--- src/rtl/alram_rd_arb.sv ---
// alram_rd_arb: two-client read arbiter and write-port sequencer for a dual-port
// RAM with pipelined read (registered address plus registered data).
// Requesters A and B share the single read port with round-robin grant. Each issued
// read is tagged with its owner, and the data is returned to that owner after the
// fixed RAM latency. The write port is registered alongside the read address.
// A read that collides with a same-cycle write to the same address is stalled.
// Optional macro ALRAM_RD_ARB_FIXPRIO_EN: A always beats B on a tie, and there is
// no last-grant state.

module alram_rd_arb #(
    parameter int WID  = 256,
    parameter int AWID = 5,
    parameter int RLAT = 3
) (
    input  logic            clk,
    input  logic            rst,
    input  logic            rqa,
    input  logic [AWID-1:0] raa,
    output logic            gnta,
    input  logic            rqb,
    input  logic [AWID-1:0] rab,
    output logic            gntb,
    output logic [WID-1:0]  rdo,
    output logic            rdva,
    output logic            rdvb,
    input  logic            wreq,
    input  logic [AWID-1:0] wadr,
    input  logic [WID-1:0]  wdat,
    output logic [AWID-1:0] ram_ra,
    input  logic [WID-1:0]  ram_rdo,
    output logic [AWID-1:0] ram_wa,
    output logic [WID-1:0]  ram_wdi,
    output logic            ram_we
);

    // The tail stage lines up with ram_rdo, one cycle before the return is registered
    localparam int NTAG = RLAT + 1;

    logic            col_a, col_b, elig_a, elig_b;
    logic [AWID-1:0] ram_ra_q, ram_ra_d;
    logic [NTAG-1:0] tag_vld_q, tag_vld_d;
    logic [NTAG-1:0] tag_own_q, tag_own_d;   // 1 = owned by B
    logic [WID-1:0]  rdo_q, rdo_d;
    logic            rdva_q, rdva_d, rdvb_q, rdvb_d;
    logic            ram_we_q, ram_we_d;
    logic [AWID-1:0] ram_wa_q, ram_wa_d;
    logic [WID-1:0]  ram_wdi_q, ram_wdi_d;
`ifndef ALRAM_RD_ARB_FIXPRIO_EN
    logic            lst_q, lst_d;           // 1 = B was granted last
`endif

    // Eligibility after the write-collision stall, then a single grant
    always_comb begin
        col_a  = wreq && (raa == wadr);
        col_b  = wreq && (rab == wadr);
        elig_a = rqa && !col_a;
        elig_b = rqb && !col_b;
        gnta   = 1'b0;
        gntb   = 1'b0;
        if (!rst) begin
`ifdef ALRAM_RD_ARB_FIXPRIO_EN
            gnta = elig_a;
`else
            gnta = elig_a && (!elig_b || lst_q);
`endif
            gntb = elig_b && !gnta;
        end
    end

    // Next state: read issue, tag shift, data return and write-port registering
    always_comb begin
        ram_ra_d  = ram_ra_q;
        if (gnta) begin
            ram_ra_d = raa;
        end else if (gntb) begin
            ram_ra_d = rab;
        end
        tag_vld_d = {tag_vld_q[NTAG-2:0], gnta | gntb};
        tag_own_d = {tag_own_q[NTAG-2:0], gntb};
        rdo_d     = tag_vld_q[NTAG-1] ? ram_rdo : rdo_q;
        rdva_d    = tag_vld_q[NTAG-1] && !tag_own_q[NTAG-1];
        rdvb_d    = tag_vld_q[NTAG-1] &&  tag_own_q[NTAG-1];
        ram_we_d  = wreq;
        ram_wa_d  = wreq ? wadr : ram_wa_q;
        ram_wdi_d = wreq ? wdat : ram_wdi_q;
`ifndef ALRAM_RD_ARB_FIXPRIO_EN
        lst_d     = gnta ? 1'b0 : (gntb ? 1'b1 : lst_q);
`endif
    end

    // State registers; reset drops every in-flight tag
    always_ff @(posedge clk) begin
        if (rst) begin
            ram_ra_q  <= '0;
            tag_vld_q <= '0;
            tag_own_q <= '0;
            rdo_q     <= '0;
            rdva_q    <= 1'b0;
            rdvb_q    <= 1'b0;
            ram_we_q  <= 1'b0;
            ram_wa_q  <= '0;
            ram_wdi_q <= '0;
`ifndef ALRAM_RD_ARB_FIXPRIO_EN
            lst_q     <= 1'b1;
`endif
        end else begin
            ram_ra_q  <= ram_ra_d;
            tag_vld_q <= tag_vld_d;
            tag_own_q <= tag_own_d;
            rdo_q     <= rdo_d;
            rdva_q    <= rdva_d;
            rdvb_q    <= rdvb_d;
            ram_we_q  <= ram_we_d;
            ram_wa_q  <= ram_wa_d;
            ram_wdi_q <= ram_wdi_d;
`ifndef ALRAM_RD_ARB_FIXPRIO_EN
            lst_q     <= lst_d;
`endif
        end
    end

    assign ram_ra  = ram_ra_q;
    assign rdo     = rdo_q;
    assign rdva    = rdva_q;
    assign rdvb    = rdvb_q;
    assign ram_we  = ram_we_q;
    assign ram_wa  = ram_wa_q;
    assign ram_wdi = ram_wdi_q;

endmodule
--- config.mk ---
export PLATFORM = sky130hd
export DESIGN_NAME = alram_rd_arb
export DESIGN_NICKNAME = d
export VERILOG_FILES = /design/src/rtl/alram_rd_arb.sv
export SDC_FILE = /design/constraint.sdc
export NUM_CORES = 1
export LEC_CHECK = 0
export BUFFER_PORTS_ARGS = -buffer_cell sky130_fd_sc_hd__buf_2
export CAP_MARGIN = 10
export CORE_AREA = 10 10 406 408
export CTS_CLUSTER_SIZE = 8
export DETAILED_ROUTE_END_ITERATION = 8
export DIE_AREA = 0 0 416 418
export PLACE_DENSITY = 0.33
export REMOVE_ABC_BUFFERS = 1
export SYNTH_ARGS = -nofsm -noshare
export SYNTH_HDL_FRONTEND = slang
export SYNTH_SLANG_ARGS = --single-unit
--- constraint.sdc ---
create_clock -name clk -period 2.5 [get_ports clk]
set_input_delay 0.375 -clock clk [delete_from_list [all_inputs] [get_ports clk]]
set_output_delay 0.375 -clock clk [all_outputs]
set_load 0.02 [all_outputs]
## After elaboration in Yosys (flattened, before gate mapping)

Index checks and enable logic that the tools add are counted.

- Memories: 0
- Bits in writable memories: 0
- Bits of input ports: 532
- Memory bits (read-only): 0
- Output and inout bits: 527
- Bits in registers: 534
- Bits in latches: 0
- Logic and storage cells: 34

- Shifts and indexed selects: 0
- Eq/ne operators: 2
- Reduce and logical (&&, ||, !) cells: 15
- Bitwise logic cells: 1
- $lt $le $gt $ge: 0
- Div/mod/pow operators: 0
- Multipliers: 0
- Muxes and demuxes: 6
- Add/subtract/negate cells: 0

Operators with widths:

| kind | number |
|---|---|
| $eq A5 B5 Y1 | 2 |
| $mux W5 | 2 |
| $logic_and A1 B1 Y1 | 8 |
| $logic_not A1 Y1 | 5 |
| $mux W1 | 4 |
| $reduce_bool A2 Y1 | 1 |
| $logic_or A1 B1 Y1 | 1 |
| $or A1 B1 Y1 | 1 |

## Logic depth before layout (Yosys ltp)

Gate-level depths: netlist of the first run.

- Depth after elaboration: 12
- Mapped depth: 6
- Depth with buffers taken out: 5

## Worst setup path after synthesis of the first run

No wires, ideal clock.

- Kind: input port to output port
- Start: input wadr[4]
- End: output gnta
- Arrival time: 1.596 ns
- Path slack: 0.529 ns
- Data required time: 2.125 ns
- Cell stages on the path: 6
- Cells stage by stage: xor2_1 -> nor4_4 -> a21oi_2 -> or3_1 -> buf_6 -> inv_1

- Word-level cells in the longest chain between the ends: 8

Ends and longest elaborated chain:

| item | line | text |
|---|---|---|
| start: declaration | 27 | `input logic [AWID-1:0] wadr,` |
| $eq A5 B5 Y1 | 55 | `col_b = wreq && (rab == wadr);` |
| $logic_and A1 B1 Y1 | 55 |  |
| $logic_not A1 Y1 | 57 | `elig_b = rqb && !col_b;` |
| $logic_and A1 B1 Y1 | 57 |  |
| $logic_not A1 Y1 | 64 | `gnta = elig_a && (!elig_b \|\| lst_q);` |
| $logic_or A1 B1 Y1 | 64 |  |
| $logic_and A1 B1 Y1 (*) | 64 |  |
| $mux W1 (*) | 60 | `if (!rst) begin` |
| end: declaration | 19 | `output logic gnta,` |

Every way passes the cells marked *; elsewhere a longest branch is shown, timed or not.

## Final worst setup path of the first run

- Start: input rqb
- End: output gnta

- Word-level cells in the longest chain between the ends: 5

Ends and longest elaborated chain:

| item | line | text |
|---|---|---|
| start: declaration | 20 | `input logic rqb,` |
| $logic_and A1 B1 Y1 | 57 |  |
| $logic_not A1 Y1 | 64 |  |
| $logic_or A1 B1 Y1 | 64 |  |
| $logic_and A1 B1 Y1 | 64 |  |
| $mux W1 | 60 |  |

No other way between the ends.

==> metrics.md, run 1 <==
| Metric | Value |
|---|---|
| Status | finished, final reports clean |
| Final period util | 93.6% |
| RSZ-0062 raised after global routing | false |
| Vias/cell | 3.35 |
| FFs w/ async S/R, synth | 0% |
| HP Class | in2reg |
| Met1 wire length | 39200 um |
| Final Max Tran Viols | 0 |
| Placed cell count | 4789 |
| Peak supply drop | 0.441 mV |
| CP peak stage delay | 0.56 ns |
| Worst reg2reg path startpoint | tag_vld_q[3] |
| Synth Area per Inst | 10.7 um2 |
| Flops & latches, synth | 534 |
| Critical Path RT | 2.12 ns |
| Die area | 0.174 mm2 |
| Cell row count | 146 |
| CTS Root Buffer Type | clkbuf_16 |
| Post-place setup slack | 0.217 ns |
| H-tree depth | 3 |
| Synth Warn # | 0 |
| Num Clock Sinks | 534 |
| Avg WL per Cell | 17.9 um |
| Post-DP HPWL | 74400 um |
| Post-route insts no fill | 5407 |
| CP Capture Point | gnta |
| IO buf count | 1058 |
| Main synth FF type | dfxtp_1 |
| Worst reg-to-reg setup slack | 0.91 ns |
| Grt total ovfl | 0 |
| CP Buf/Inv Count | 4 |
| Sequential fraction of the synthesis area | 57.0% |
| CTS Buf Count | 78 |
| GP Congestion | 0.820 |
| EDFF count, synth | 0 |
| Gate Count Post-Synth | 1745 |
| Core area | 0.157 mm2 |
| WP data arrival | 1.97 ns |
| Leak | 15.6 nW |
| CP endpoint kind | output port |
| Min cycle time layout | 2.34 ns |
| Slew headroom | 46.4% |
| Pwr Density | 645 mW/mm2 |
| Highest Signal Layer | met5 |
| All-Layer GR Usage | 10.5% |
| Fin area | 0.0338 mm2 |
| Fmax | 427 MHz |
| Clk pin slew, worst setup/hold paths | 0.05 ns |
| FF-to-FF path depth | 3 |
| Placed cell areas | 0.0265 mm2 |
| Io pins | 1059 |
| Max Cap Viol | 0 |
| Die Wd | 416 um |
| Initial drt markers | 820 |
| Post-route clock skew | 0.0179 ns |
| Crit start category | input port |
| Initial antenna violation count | 2 |
| Post-synth design cell area | 0.0188 mm2 |
| CP most frequent cell | buf_2 |
| Drt pass-1 iters | 5 |
| Via count | 18100 |
| Largest net degree at the start of global routing | 104 |
| RR Endpoint | rdo[31] |
| Post-synth cell types | 28 |
| Setup violators final | 0 |
| CP Class | in2out |
| Min-delay src | rab[4] |
| Final Hold Fails | 0 |
| Starting density of the core | 11.9% |
| Clock latency on the worst-skew pair | 0.64 ns |
| Critical path cell sequence | dlygate4sd3_1 > buf_2 > nand2b_1 > a21oi_2 > or3_1 > inv_1 > buf_2 |
| CP max FO | 6 |
| Vias in the first global route | 19100 |
| Critical Path Source | rqb |
| Top cell family by delay on the critical path | buffers and inverters |
| Final Net Count | 3848 |
| Worst slew pin tran | 0.803 ns |
| DRC | 0 |
| First-pass GRT wire length | 137000 um |
| Setup TNS | 0 ns |
| Die extent in y | 418 um |
| WL met3 | 6480 um |
| Drt total wl | 96700 um |
| Detail Route met2 WL | 48200 um |
| Worst Slack Setup Final | 0.159 ns |
| Syn-to-layout area delta | 80.4% |
| Layout cells sized above 1 | 35.6% |
| Critical path depth | 7 |
| CTS tree | yes |
| Max Buffers Root-to-Sink | 3 |
| Post-DRT Antenna Nets | 0 |
| Crit path max-delay cell type | dlygate4sd3_1 |
[cells in the final DEF, fill, tap and decap left out, drive strengths merged, types with 4 or more instances in the layout]
cell type    synthesis  layout
o31ai                5       5
nand4                6       6
xor2                 4       4
a31oi                5       5
nor2b                8       8
buf                 54    1090
dlygate4sd3          0     519
nor2               519     519
o21ai                8       8
mux2i              517     517
xnor2                6       6
inv                  2       4
dfxtp              534     534
clkbuf              64      91
[state kept, by name, indices dropped and copies added, names as in the netlist]
register,count
ram_ra,5
tag_vld_q,4
ram_we,1
tag_own_q,4
rdvb,1
rdo,256
rdva,1
lst_q,1
ram_wdi,256
ram_wa,5
[cells by family after synthesis]
logic type | after synthesis | synth area share, %
multiplexers | 517 | 27.6
buffers and inverters | 120 | 2.78
XOR/XNOR | 10 | 0.467
AO/OA/AOI/OAI | 23 | 0.967
flip-flops | 534 | 57.0
AND/OR/NAND/NOR | 541 | 11.2
[timing repair]
action | 4_1_cts | 5_1_grt
resized for setup | 0 | 0
setup buffers | 0 | 0
endpoints found under the hold margin | 519 | 0
hold buffers | 519 | 0
[power by group]
part           internal (mW)  switching (mW)
clock                   5.72            4.01
sequential              8.87           0.180
combinational           1.46            1.57
total                   16.1            5.76
[cell type report]
type	count	area [um2]
well taps	2072	2590
clock buffers	91	2060
fillers	17400	123000
multi-input cells	1091	7540
diodes	3	7.51
clock inverters	5	55.1
inverters	2	7.51
flip-flops and latches	534	10700
repair buffers	1609	10900
[per-layer routing]
layer  vias to the layer above  global-route usage (%)
met4                         2                    3.68
li1                       8925                       -
met3                       136                    3.34
met2                       589                    18.2
met5                         -                       0
met1                      8440                    12.1
[synthesized netlist by cell type, types with 2 or more instances]
cell type	n	area, um2
buf_2	50	250
clkbuf_1	64	240
buf_1	3	11.3
xor2_1	4	35.0
o21ai_0	7	35.0
a31oi_2	5	62.6
dfxtp_1	534	10700
nor2b_1	8	50.1
nand4_1	6	37.5
inv_1	2	7.51
o31ai_1	5	37.5
nor2_1	519	1950
xnor2_1	6	52.6
mux2i_1	517	5170
nand2_1	2	7.51
[worst min path at each step]
stage                endpoint  cells past startpoint
global route        ram_ra[4]                      3
floorplan                rdva                      1
detailed placement       rdva                      1
finish              ram_ra[4]                      3
global placement         rdva                      1
CTS                 ram_ra[1]                      3
[worst min-delay path: stages]
cell and delay (ns):
buf_2 0.12, nand4_1 0.10, a31oi_2 0.09
[metrics by stage]
step	hold WS (ns)	util [%]	total power, mW
6_report	0.0939	21.5	21.8
5_1_grt	0.0415	21.5	22.9
4_1_cts	0.00140	21.5	22.4
3_5_place_dp	0.411	16.9	11.6
3_3_place_gp	0.415	16.9	11.6
2_1_floorplan	0.389	-	10.3
(Power assumes the default switching activity.)
==> inputs of run 2 (changes only) <==
Settings changed: CELL_PAD_IN_SITES_DETAIL_PLACEMENT from default to 0, CELL_PAD_IN_SITES_GLOBAL_PLACEMENT from default to 1, CORE_AREA 10 10 406 408 to 10 10 400 402, DIE_AREA 0 0 416 418 to 0 0 410 412, PLACE_DENSITY 0.33 to 0.41.
==> metrics.md, run 2 (synthesis results as in run 1) <==
| Metric | Value |
|---|---|
| Status | finished, final reports clean |
| Most frequent cells in the layout | 1055 x buf_2, 541 x dlygate4sd3_1, 533 x dfxtp_1 |
| Critical Path RT | 2.12 ns |
| Die extent in y | 412 um |
| Post-DP HPWL | 86600 um |
| CP max FO | 3 |
| First-pass GRT wire length | 150000 um |
| Syn-to-layout area delta | 81.9% |
| Grt total ovfl | 0 |
| IO buf count | 1058 |
| Post-route insts no fill | 5393 |
| GR Util met1 | 12.9% |
| Placed cell areas | 0.0265 mm2 |
| Critical path cell sequence | dlygate4sd3_1 > buf_2 > xnor2_1 > nand4_1 > o21ai_1 > or3_4 > inv_1 > buf_4 |
| Pwr Density | 654 mW/mm2 |
| Max Cap Viol | 0 |
| Crit start category | input port |
| RR Endpoint | ram_ra[2] |
| Final period util | 96.3% |
| HP Class | in2reg |
| Most common cell after layout, fill and taps aside | buf_2 |
| All-Layer GR Usage | 12.3% |
| Slew headroom | 30.8% |
| Die Wd | 410 um |
| Placed cell count | 4747 |
| WP data arrival | 2.03 ns |
| CP endpoint kind | output port |
| Starting density of the core | 12.4% |
| CTS Root Buffer Type | clkbuf_16 |
| Drt pass-1 iters | 5 |
| Final Net Count | 3871 |
| DRC | 0 |
| Min-delay src | rst |
| Fmax | 415 MHz |
| Min cycle time layout | 2.41 ns |
| Hold endpoint | ram_wdi[107] |
| Num Clock Sinks | 534 |
| Final Hold Fails | 0 |
| Worst reg-to-reg setup slack | 0.59 ns |
| CP peak stage delay | 0.53 ns |
| Peak supply drop | 0.371 mV |
| Worst slew pin tran | 1.04 ns |
| Hold Crit Depth | 2 |
| GR Layer Usage met2 | 21.4% |
| Initial antenna violation count | 11 |
| Vias in the first global route | 19600 |
| H-tree depth | 3 |
| Vias/cell | 3.41 |
| Max Buffers Root-to-Sink | 3 |
| Die area | 0.169 mm2 |
| Clk pin slew, worst setup/hold paths | 0.05 ns |
| Initial drt markers | 754 |
| Leak | 15.8 nW |
| Avg WL per Cell | 20.4 um |
| Post-Route Utilization | 22.5% |
| Crit path max-delay cell type | dlygate4sd3_1 |
| Setup violators final | 0 |
| Fin area | 0.0341 mm2 |
| Cell row count | 143 |
| Busiest metal layer after global routing | met2 |
| Clock latency on the worst-skew pair | 0.66 ns |
| Drt total wl | 110000 um |
| Worst reg2reg path startpoint | lst_q |
| CTS tree | yes |
| Largest net degree at the start of global routing | 173 |
| CTS Buf Count | 79 |
| Core area | 0.152 mm2 |
| Met3 GRT Util | 5.86% |
| Via count | 18400 |
| CP Class | in2out |
| Final Max Tran Viols | 0 |
| Post-DRT Antenna Nets | 0 |
| Post-route clock skew | 0.0203 ns |
| FF-to-FF path depth | 6 |
| Min Hold Slack | 0.0873 ns |
| Layout cells sized above 1 | 35.6% |
| GP Congestion | 0.821 |
| Io pins | 1059 |
==> run 2: cell type report <==
cell class / count / area (um2)
antenna: 6 / 15.0
clock buffer: 91 / 2070
clock inverter: 8 / 135
fill: 16900 / 117000
inverter: 2 / 7.51
multi-input combinational: 1091 / 7560
sequential: 534 / 10700
tap: 2030 / 2540
timing repair buffer: 1631 / 11100
==> run 2: how the worst max path moves through the flow <==
stage | startpoint | to | slack [ns]
after global routing | raa[4] | gnta | -0.02
after global placement | wadr[4] | gnta | 0.33
after CTS | rab[3] | gnta | 0.04
final | raa[4] | gnta | 0.09
after detailed placement | wadr[4] | gnta | 0.33
after floorplan | tag_vld_q[3] | rdvb | -6.75
==> run 2: what timing repair did <==
item	in CTS	in global routing
hold endpoints to repair	522	0
hold buffers	541	0
resized for setup	0	5
setup endpoints to repair	0	2
buffers inserted	0	0
==> run 2: through the flow <==
stage	setup TNS, ns	total power [mW]	setup slack, ns
global placement	0	11.6	0.332
global route	-0.0175	23.4	-0.0175
CTS	0	22.9	0.0436
detailed placement	0	11.6	0.329
finish	0	22.3	0.0929
floorplan	-1704.52	10.3	-6.75
==> run 2: layer usage <==
metal | vias up | share of wire (%) | wire length, um
li1 | 8975 | - | -
met3 | 137 | 10 | 11100
met4 | 0 | 3.0 | 3340
met5 | - | 0 | 0
met2 | 645 | 50 | 55000
met1 | 8650 | 37 | 40700
==> run 2: critical path, delay by kind of cell <==
kind / cells / cell delay [ns]
AND/OR/NAND/NOR: 2 / 0.56
AO/OA/AOI/OAI: 1 / 0.10
XOR/XNOR: 1 / 0.12
buffers and inverters: 4 / 0.87
==> run 2: where the power goes <==
part           switching, mW  internal [mW]
registers              0.179           8.87
clock network           4.21           5.91
logic                   1.65           1.49
total                   6.04           16.3
